`src/rtl/apb4_archinfo_fetch.sv`:
```
// APB4 read-only master that fetches the SYS/IDL/IDH architecture-information words
// after reset and on each start request, and holds them with decoded fields and status.
module apb4_archinfo_fetch #(
  parameter logic [31:0] BASE_ADDR  = 32'h0000_0000,
  parameter int unsigned TIMEOUT    = 255,
  parameter bit          AUTO_START = 1'b1
) (
  input  logic        hclk,
  input  logic        hresetn,
  input  logic        start_i,
  output logic [31:0] paddr,
  output logic [2:0]  pprot,
  output logic        psel,
  output logic        penable,
  output logic        pwrite,
  output logic [31:0] pwdata,
  output logic [3:0]  pstrb,
  input  logic        pready,
  input  logic [31:0] prdata,
  input  logic        pslverr,
  output logic        busy_o,
  output logic        valid_o,
  output logic        err_o,
  output logic [1:0]  err_idx_o,
  output logic [31:0] sys_o,
  output logic [31:0] idl_o,
  output logic [31:0] idh_o,
  output logic [11:0] clk_freq_o,
  output logic [7:0]  sram_size_o
);

  localparam int unsigned CntW = (TIMEOUT > 0) ? $clog2(TIMEOUT + 1) : 1;
  localparam logic [CntW-1:0] CntLast = CntW'((TIMEOUT == 0) ? 0 : TIMEOUT - 1);

  localparam logic [2:0] StIdle   = 3'd0;
  localparam logic [2:0] StSetup  = 3'd1;
  localparam logic [2:0] StAccess = 3'd2;
  localparam logic [2:0] StDone   = 3'd3;
  localparam logic [2:0] StErr    = 3'd4;

  logic [2:0]      state_q, state_d;
  logic [1:0]      idx_q, idx_d;
  logic [CntW-1:0] cnt_q, cnt_d;
  logic            first_q;
  logic            valid_q, valid_d;
  logic            err_q, err_d;
  logic [1:0]      err_idx_q, err_idx_d;
  logic [31:0]     sys_q, sys_d, idl_q, idl_d, idh_q, idh_d;
  logic [31:0]     paddr_q, paddr_d;
  logic            start_req;
  logic            timeout_hit;

  // first_q marks the first cycle out of reset for the automatic fetch
  assign start_req   = start_i || (AUTO_START && first_q);
  assign timeout_hit = (TIMEOUT != 0) && (cnt_q == CntLast);

  always_comb begin
    state_d   = state_q;
    idx_d     = idx_q;
    cnt_d     = cnt_q;
    valid_d   = valid_q;
    err_d     = err_q;
    err_idx_d = err_idx_q;
    sys_d     = sys_q;
    idl_d     = idl_q;
    idh_d     = idh_q;
    case (state_q)
      StIdle, StDone, StErr: begin
        if (start_req) begin
          state_d   = StSetup;
          idx_d     = 2'd0;
          valid_d   = 1'b0;
          err_d     = 1'b0;
          err_idx_d = 2'd0;
        end
      end
      StSetup: begin
        state_d = StAccess;
        cnt_d   = '0;
      end
      StAccess: begin
        if (pready) begin
          if (pslverr) begin
            state_d   = StErr;
            err_d     = 1'b1;
            err_idx_d = idx_q;
          end else begin
            case (idx_q)
              2'd0:    sys_d = prdata;
              2'd1:    idl_d = prdata;
              default: idh_d = prdata;
            endcase
            if (idx_q == 2'd2) begin
              state_d = StDone;
              valid_d = 1'b1;
            end else begin
              state_d = StSetup;
              idx_d   = idx_q + 2'd1;
            end
          end
        end else if (timeout_hit) begin
          state_d   = StErr;
          err_d     = 1'b1;
          err_idx_d = idx_q;
        end else begin
          cnt_d = cnt_q + CntW'(1);
        end
      end
      default: state_d = StIdle;
    endcase
    paddr_d = BASE_ADDR + {28'h0, idx_d, 2'b00};
  end

  always_ff @(posedge hclk) begin
    if (!hresetn) begin
      state_q   <= StIdle;
      idx_q     <= 2'd0;
      cnt_q     <= '0;
      first_q   <= 1'b1;
      valid_q   <= 1'b0;
      err_q     <= 1'b0;
      err_idx_q <= 2'd0;
      sys_q     <= 32'h0;
      idl_q     <= 32'h0;
      idh_q     <= 32'h0;
      paddr_q   <= BASE_ADDR;
    end else begin
      state_q   <= state_d;
      idx_q     <= idx_d;
      cnt_q     <= cnt_d;
      first_q   <= 1'b0;
      valid_q   <= valid_d;
      err_q     <= err_d;
      err_idx_q <= err_idx_d;
      sys_q     <= sys_d;
      idl_q     <= idl_d;
      idh_q     <= idh_d;
      paddr_q   <= paddr_d;
    end
  end

  assign psel        = (state_q == StSetup) || (state_q == StAccess);
  assign penable     = (state_q == StAccess);
  assign busy_o      = psel;
  assign paddr       = paddr_q;
  assign pprot       = 3'b000;
  assign pwrite      = 1'b0;
  assign pwdata      = 32'h0;
  assign pstrb       = 4'h0;
  assign valid_o     = valid_q;
  assign err_o       = err_q;
  assign err_idx_o   = err_idx_q;
  assign sys_o       = sys_q;
  assign idl_o       = idl_q;
  assign idh_o       = idh_q;
  assign clk_freq_o  = sys_q[19:8];
  assign sram_size_o = sys_q[7:0];

endmodule

```
`config.mk`:
```
export PLATFORM = sky130hd
export DESIGN_NAME = apb4_archinfo_fetch
export DESIGN_NICKNAME = d
export VERILOG_FILES = /design/src/rtl/apb4_archinfo_fetch.sv
export SDC_FILE = /design/constraint.sdc
export NUM_CORES = 1
export LEC_CHECK = 0
export BUFFER_PORTS_ARGS = -buffer_cell sky130_fd_sc_hd__buf_4
export CAP_MARGIN = 10
export CORE_ASPECT_RATIO = 1.5
export CORE_MARGIN = 2
export CORE_UTILIZATION = 44
export CTS_BUF_LIST = sky130_fd_sc_hd__clkbuf_4
export CTS_CLUSTER_SIZE = 25
export DETAILED_ROUTE_END_ITERATION = 12
export PLACE_DENSITY = 0.78
export SYNTH_ARGS = -nofsm -noshare
export SYNTH_HDL_FRONTEND = slang
export SYNTH_SLANG_ARGS = --single-unit
```
`constraint.sdc`:
```
create_clock -name hclk -period 1.5 [get_ports hclk]
set_input_delay 0.15 -clock hclk [delete_from_list [all_inputs] [get_ports hclk]]
set_output_delay 0.15 -clock hclk [all_outputs]
set_load 0.05 [all_outputs]
```
==> results.md, run 1 <==
* Outcome: finished, violations left
* Violated checks: negative setup slack
* Fmax at 0.541 GHz
* Area fraction of the dominant cell type after synthesis at 43.9%
* Leak at roughly 0.0038 uW
* Synth top area cells: dfxtp_1 44%, nand2_1 15%, buf_4 14%
* Data arrival, critical path at 2.29 ns
* Setup WS pre-CTS at -0.0827 ns
* Detail Placement HPWL at 9.48 mm
* Initial Utilization at 45.0%
* Critical path startpoint category: flop
* Final setup skew at ~0.021 ns
* P per Cell Area at 798 nW/um2
* Syn_area_per_cell at 8.32 um2
* Worst path bufs/invs at 4
* CTS sink cnt at 114
* Vias in the first global route at 4,553
* Initial antenna violation count at 1
* Crit. End Element: flop
* DR pass1 iterations at 4
* Antenna-violating nets left at 0
* Multi-input combinational cell area at roughly 3300 um2
* Final Hold Viols at 0
* Setup slack after layout at -0.350 ns
* Post-synthesis cell type count at 42
* Critical Path RT at 1.94 ns
* Port bufs at approximately 160
* Seq cells post-synth at around 110
* Crit-path slowest cell: or3b_4
* Clock transition at path regs at 0.11 ns
* Cell mode on critical path: buf_6
* Storage element area at 2300 um2
* Final Setup Violations at 106
* Post-synthesis sequential area ratio at 43.9%
* Routability cong. at 0.798
* Max-cap viol count at 0
* RSZ-0062 raised after global routing: yes
* Die width at 92.7 um
* Critical Path Fanout Max at 6
* Largest net degree at the start of global routing at 59
* Worst hold stages at 4
* Final period util at 123%
* DP Cell Count at 919
* Cell taking the most area after synthesis: dfxtp_1
* Cts bufs inserted at 17
* Post-Synthesis Cells at 624
* H-tree levels at 4
* Drt wl/cell at 17.6 um
* Hold WS at 0.0697 ns
* Crit. path cell count at 8
* Die height at 137 um
* CP Class: flop to flop
* Asr flop ratio synth at 0%
* Clk root buf: clkbuf_4
* Grt ovf at 0
* Min-delay worst type: input pin to flop
* Worst skew pair latency at 0.53 ns
* Number of remaining DRC errors at 0
* Min Tclk post-route at 1.85 ns
* Synth Cell Area at 5190 um2
* Yosys warns at 0
* Final Cell Area at 8740 um2
* Slowest stage delay, CP at 0.40 ns
* Clock Path Buffers at 2
* First-pass GRT wire length at 23.1 mm
* GRT Util Overall at 23.6%
* Dpl cell area at 6340 um2
* Main synth FF type: dfxtp_1
* Final #Nets at 899
* Full die area at 12,700 um2
* Fillers at between 700 and 800
* Proportion of layout cells with a drive suffix above 1 at 59.0%
* Number of flops mapped to enable cells by yosys at 0
* VDD IR max at 0.603 mV
* Slew Viols, Final at 0
* Final WL at between 15 and 20 mm
* CP Cell Sequence: or3b_4 -> clkinv_4 -> buf_6 -> buf_6 -> and3_4 -> clkbuf_16 -> nand2_2 -> a21oi_1
* CORE AREA at 11,500 um2
* Row Count at 48
* CTS tree: built
* Routed vias/inst at 5.02
* Crit-path leading delay family: simple AND/OR/NAND/NOR gates
* Non-filler cells, final at 1,021
* DRT iter0 DRCs at 216
* Via count at 5,123
* Area growth, synth to finish at 68.3%
* IO Pins at 232
* FF-to-FF path depth at 8
state kept, by name (all words and copies together), names as in the netlist:
signal / count
state_q: 3
idh_o: 32
idl_o: 32
cnt_q: 8
err_idx_o: 2
err_o: 1
sys_o: 32
first_q: 1
paddr: 2
valid_o: 1
what timing repair did:
item,in CTS,in global routing
gates resized for setup,61,269
endpoints found under the hold margin,99,0
setup endpoints to repair,71,113
hold buffers,33,0
buffers inserted,11,12
pin swaps,18,175
gates cloned,9,8
stage by stage:
stage / util, % / setup TNS [ns] / power [uW]
after global routing: 75.8 / -28.56 / 7190
after CTS: 65.4 / -17.14 / 6820
after detailed placement: 55.0 / -2.00 / 4150
after global placement: 55.0 / -0.597 / 4150
final: 75.8 / -24.99 / 6970
after floorplan: - / -0.330 / 4050
layout make-up:
| type | instances | area share, % |
|---|---|---|
| antenna | 1 | 0.0286 |
| clock buffer | 18 | 1.55 |
| clock inverter | 14 | 2.03 |
| inverter | 7 | 0.387 |
| multi-input combinational | 447 | 37.3 |
| sequential | 114 | 26.3 |
| tap | 150 | 2.15 |
| timing repair buffer | 270 | 30.3 |
worst register-to-register path, cell delays in order, from the launching register on:
cell	delay, ns
dfxtp_4	0.36
or3b_4	0.40
clkinv_4	0.08
buf_6	0.10
buf_6	0.09
and3_4	0.31
clkbuf_16	0.22
nand2_2	0.05
a21oi_1	0.16
power by group:
group	switching (uW)	leakage (uW)	total, uW	internal [uW]
combinational	953	0.00274	1370	419
sequential	29.4	0.000924	3080	3050
clock	1320	0.000165	2520	1200
total	2300	0.00383	6970	4670
layout by cell type (no fill, tap or decap), types with 4 or more instances in the layout:
cell,synthesis,layout
a21oi_1,58,13
nand2_1,201,80
buf_16,0,7
buf_8,2,4
nor2_1,7,5
inv_6,0,5
ha_1,5,4
o21ai_1,1,8
nand3_1,9,6
dfxtp_1,114,106
inv_1,5,4
clkbuf_4,0,18
buf_4,94,193
clkbuf_16,0,8
buf_6,6,10
nand2_4,0,93
nand2_2,0,28
dlygate4sd3_1,0,33
buf_12,2,15
dfxtp_2,0,5
a21oi_2,49,94
conb_1,1,70
cell usage after synthesis (4+ instances only):
cell	number
or3_1	4
o21ai_0	11
inv_1	5
clkbuf_1	17
buf_4	94
dfxtp_1	114
a21oi_2	49
buf_6	6
nor2_1	7
ha_1	5
nand3_1	9
a21oi_1	58
nand2_1	201
layer usage:
metal / vias to the layer above / share of wire, % / track usage [%]
met5: - / 0 / 0
met4: 0 / 5.6 / 11.3
met3: 71 / 4.8 / 4.68
met2: 240 / 54 / 44.2
met1: 2463 / 35 / 25.0
li1: 2349 / - / -
logic make-up after synthesis:
kind of cell / Yosys count / synth area share (%)
other cells: 1 / 0.0722
compound gates: 127 / 16.2
simple gates: 242 / 19.7
buf+inv: 132 / 18.4
flops: 114 / 43.9
fa+ha+maj: 5 / 1.20
xor+xnor: 3 / 0.506
worst paths after layout:
check / to / start / slack [ns]
hold / removal: state_q[2]$_SDFFE_PN0P_ / start_i / 0.07
setup reg to reg: idh_o[0]$_SDFFE_PN0P_ / state_q[0]$_SDFFE_PN0P_ / -0.35
hold reg to reg: err_o$_SDFFE_PN0P_ / err_o$_SDFFE_PN0P_ / 0.46
setup / recovery: idh_o[0]$_SDFFE_PN0P_ / state_q[0]$_SDFFE_PN0P_ / -0.35
No activity file was read; power rests on OpenSTA's default activity.
==> inputs of run 2 (changes only) <==
--- a/config.mk
+++ b/config.mk
@@ -10,9 +10,9 @@
 export CORE_ASPECT_RATIO = 1.5
 export CORE_MARGIN = 2
-export CORE_UTILIZATION = 44
+export CORE_UTILIZATION = 45
 export CTS_BUF_LIST = sky130_fd_sc_hd__clkbuf_4
 export CTS_CLUSTER_SIZE = 25
 export DETAILED_ROUTE_END_ITERATION = 12
-export PLACE_DENSITY = 0.78
+export PLACE_DENSITY = 0.77
 export SYNTH_ARGS = -nofsm -noshare
 export SYNTH_HDL_FRONTEND = slang
==> constraint.sdc (replaced) <==
create_clock -name hclk -period 1.87 [get_ports hclk]
set_input_delay 0.0935 -clock hclk [delete_from_list [all_inputs] [get_ports hclk]]
set_output_delay 0.0935 -clock hclk [all_outputs]
set_load 0.05 [all_outputs]
==> results.md, run 2 (same netlist as run 1, synthesis figures left out) <==
* Outcome: finished, final reports clean (was finished, violations left)
* Routability cong. at 0.808 (was 0.798)
* Critical Path Fanout Max at 15 (was 6)
* Non-filler cells, final at 962 (was 1,021)
* RSZ-0062 raised after global routing: no (was yes)
* Final Setup Violations at 0 (was 106)
* Slowest stage delay, CP at 0.43 ns (was 0.40 ns)
* Final #Nets at 841 (was 899)
* DRT iter0 DRCs at 180 (was 216)
* Detail Placement HPWL at 9.35 mm (was 9.48 mm)
* Crit-path leading delay family: simple AND/OR/NAND/NOR gates (unchanged)
* Grt ovf at 0 (unchanged)
* Leading cell type in the layout, fill and taps excluded: nand2_1 (was buf_4)
* CTS sink cnt at 114 (unchanged)
* Routed vias/inst at 4.72 (was 5.02)
* FF-to-FF Start: state_q[1]$_SDFFE_PN0P_ (was state_q[0]$_SDFFE_PN0P_)
* Critical Path Start: state_q[1]$_SDFFE_PN0P_ (was state_q[0]$_SDFFE_PN0P_)
* Worst-Margin Slew at 0.518 ns
* Data arrival, critical path at 1.62 ns (was 2.29 ns)
* Crit-path slowest cell: or3b_4 (unchanged)
* Area growth, synth to finish at 28.7% (was 68.3%)
* Drt wl/cell at 13.7 um (was 17.6 um)
* Dpl cell area at 6080 um2 (was 6340 um2)
* Most frequent cells in the layout: 201 x nand2_1, 176 x buf_4, 113 x dfxtp_1, 70 x conb_1, 58 x a21oi_1 (was 193 x buf_4, 106 x dfxtp_1, 94 x a21oi_2, 93 x nand2_4, 80 x nand2_1)
* H-tree levels at 4 (unchanged)
* Proportion of layout cells with a drive suffix above 1 at 32.6% (was 59.0%)
* Layout Utilization at 58.6% (was 75.8%)
* Setup Fix Bufs, Post-CTS at 0 (was 11)
* DR pass1 iterations at 4 (unchanged)
* P per Cell Area at 749 nW/um2 (was 798 nW/um2)
* Max-cap viol count at 0 (unchanged)
* GRT Util Overall at 20.8% (was 23.6%)
* Die width at 91.7 um (was 92.7 um)
* Initial Utilization at 45.5% (was 45.0%)
* Min Tclk post-route at 1.72 ns
* Full die area at 12,400 um2 (was 12,700 um2)
* Fmax at around 0.58 GHz
* IO Pins at 232 (unchanged)
* Crit. End Element: primary output (was flop)
* VDD IR max at 0.593 mV (was 0.603 mV)
* Antenna-violating nets left at 0 (unchanged)
* Setup TNS at 0 ns (was -24.99 ns)
* Slew Viols, Final at 0 (unchanged)
* Final Cell Area at 6690 um2 (was 8740 um2)
* CP Class: flop to primary output (was flop to flop)
* Final period util at 91.8%
* Initial antenna violation count at 1 (unchanged)
* Vias in the first global route at 4,163 (was 4,553)
* CORE AREA at 11,400 um2 (was 11,500 um2)
* Clk root buf: clkbuf_4 (unchanged)
* Hold Startpoint: pready (was start_i)
* Final WL at 13.2 mm (was 18.0 mm)
* Number of remaining DRC errors at 0 (unchanged)
* CP Cell Sequence: or3b_4 -> inv_6 -> buf_4 (was or3b_4 -> clkinv_4 -> buf_6 -> buf_6 -> and3_4 -> clkbuf_16 -> nand2_2 -> a21oi_1)
* Cts bufs inserted at 17 (unchanged)
* Leak at 0.00275 uW (was 0.00383 uW)
* Via count at 4,544 (was 5,123)
* Rel. slew slack at between 60% and 70%
* Min-delay worst type: input pin to flop (unchanged)
* Critical Path RT at 1.78 ns (was 1.94 ns)
* Worst path bufs/invs at 2 (was 4)
* Final Hold Viols at 0 (unchanged)
* Port bufs at 161 (unchanged)
* Clock transition at path regs at 0.10 ns (was 0.11 ns)
* Clock Path Buffers at 2 (unchanged)
* CTS tree: built (unchanged)
* Worst skew pair latency at 0.49 ns (was 0.53 ns)
* Largest net degree at the start of global routing at 39 (was 59)
* Die height at 136 um (was 137 um)
* DP Cell Count at 896 (was 919)
* Final setup skew at 0.0149 ns (was 0.0210 ns)
* Row Count at 48 (unchanged)
* First-pass GRT wire length at 20.6 mm (was 23.1 mm)
* Critical path startpoint category: flop (unchanged)
[run 2: final timing paths]
path	end	slack, ns	cells after the start
min reg2reg	idh_o[6]$_SDFFE_PN0P_	0.46	2
max reg2reg	idl_o[2]$_SDFFE_PN0P_	0.16	5
max	penable	0.15	3
min	cnt_q[6]$_SDFFE_PN0P_	0.05	5
[run 2: worst reg2reg max path: cells and delay by family, from the launching register on]
kind	cells	cell delay, ns
simple gates	3	1.01
buf+inv	1	0.13
compound gates	1	0.15
flops	1	0.37
[run 2: cell type report]
class / count / area, um2
Sequential cell: 114 / 2280
Clock inverter: 12 / 118
Timing Repair Buffer: 212 / 1700
Antenna cell: 1 / 2.50
Inverter: 7 / 33.8
Multi-Input combinational cell: 447 / 2220
Fill cell: 1060 / 4730
Clock buffer: 19 / 143
Tap cell: 150 / 188
[run 2: per-stage QoR]
stage / total power, uW / worst slack (ns) / hold WS, ns
floorplan: 3240 / 0.0527 / 0.229
global placement: 3300 / 0.156 / 0.361
detailed placement: 3310 / 0.0798 / 0.368
CTS: 5050 / 0.00648 / 0.000331
global route: 5210 / 0.00822 / 0.0460
finish: 5010 / 0.153 / 0.0548
[run 2: layer usage]
metal / GRT usage, % / wire length, um
met3: 5.40 / 672
met1: 22.6 / 5200
met5: 0 / 0
met4: 7.79 / 300
met2: 38.4 / 6990
[run 2: what timing repair did]
item,CTS,global route
hold endpoints to repair,106,0
setup endpoints to repair,0,63
gates resized for setup,0,3
hold buffers,34,0
[run 2: where the power goes]
group          internal [uW]  switching (uW)
Combinational            207             642
Clock                    796             895
Sequential              2450            17.9
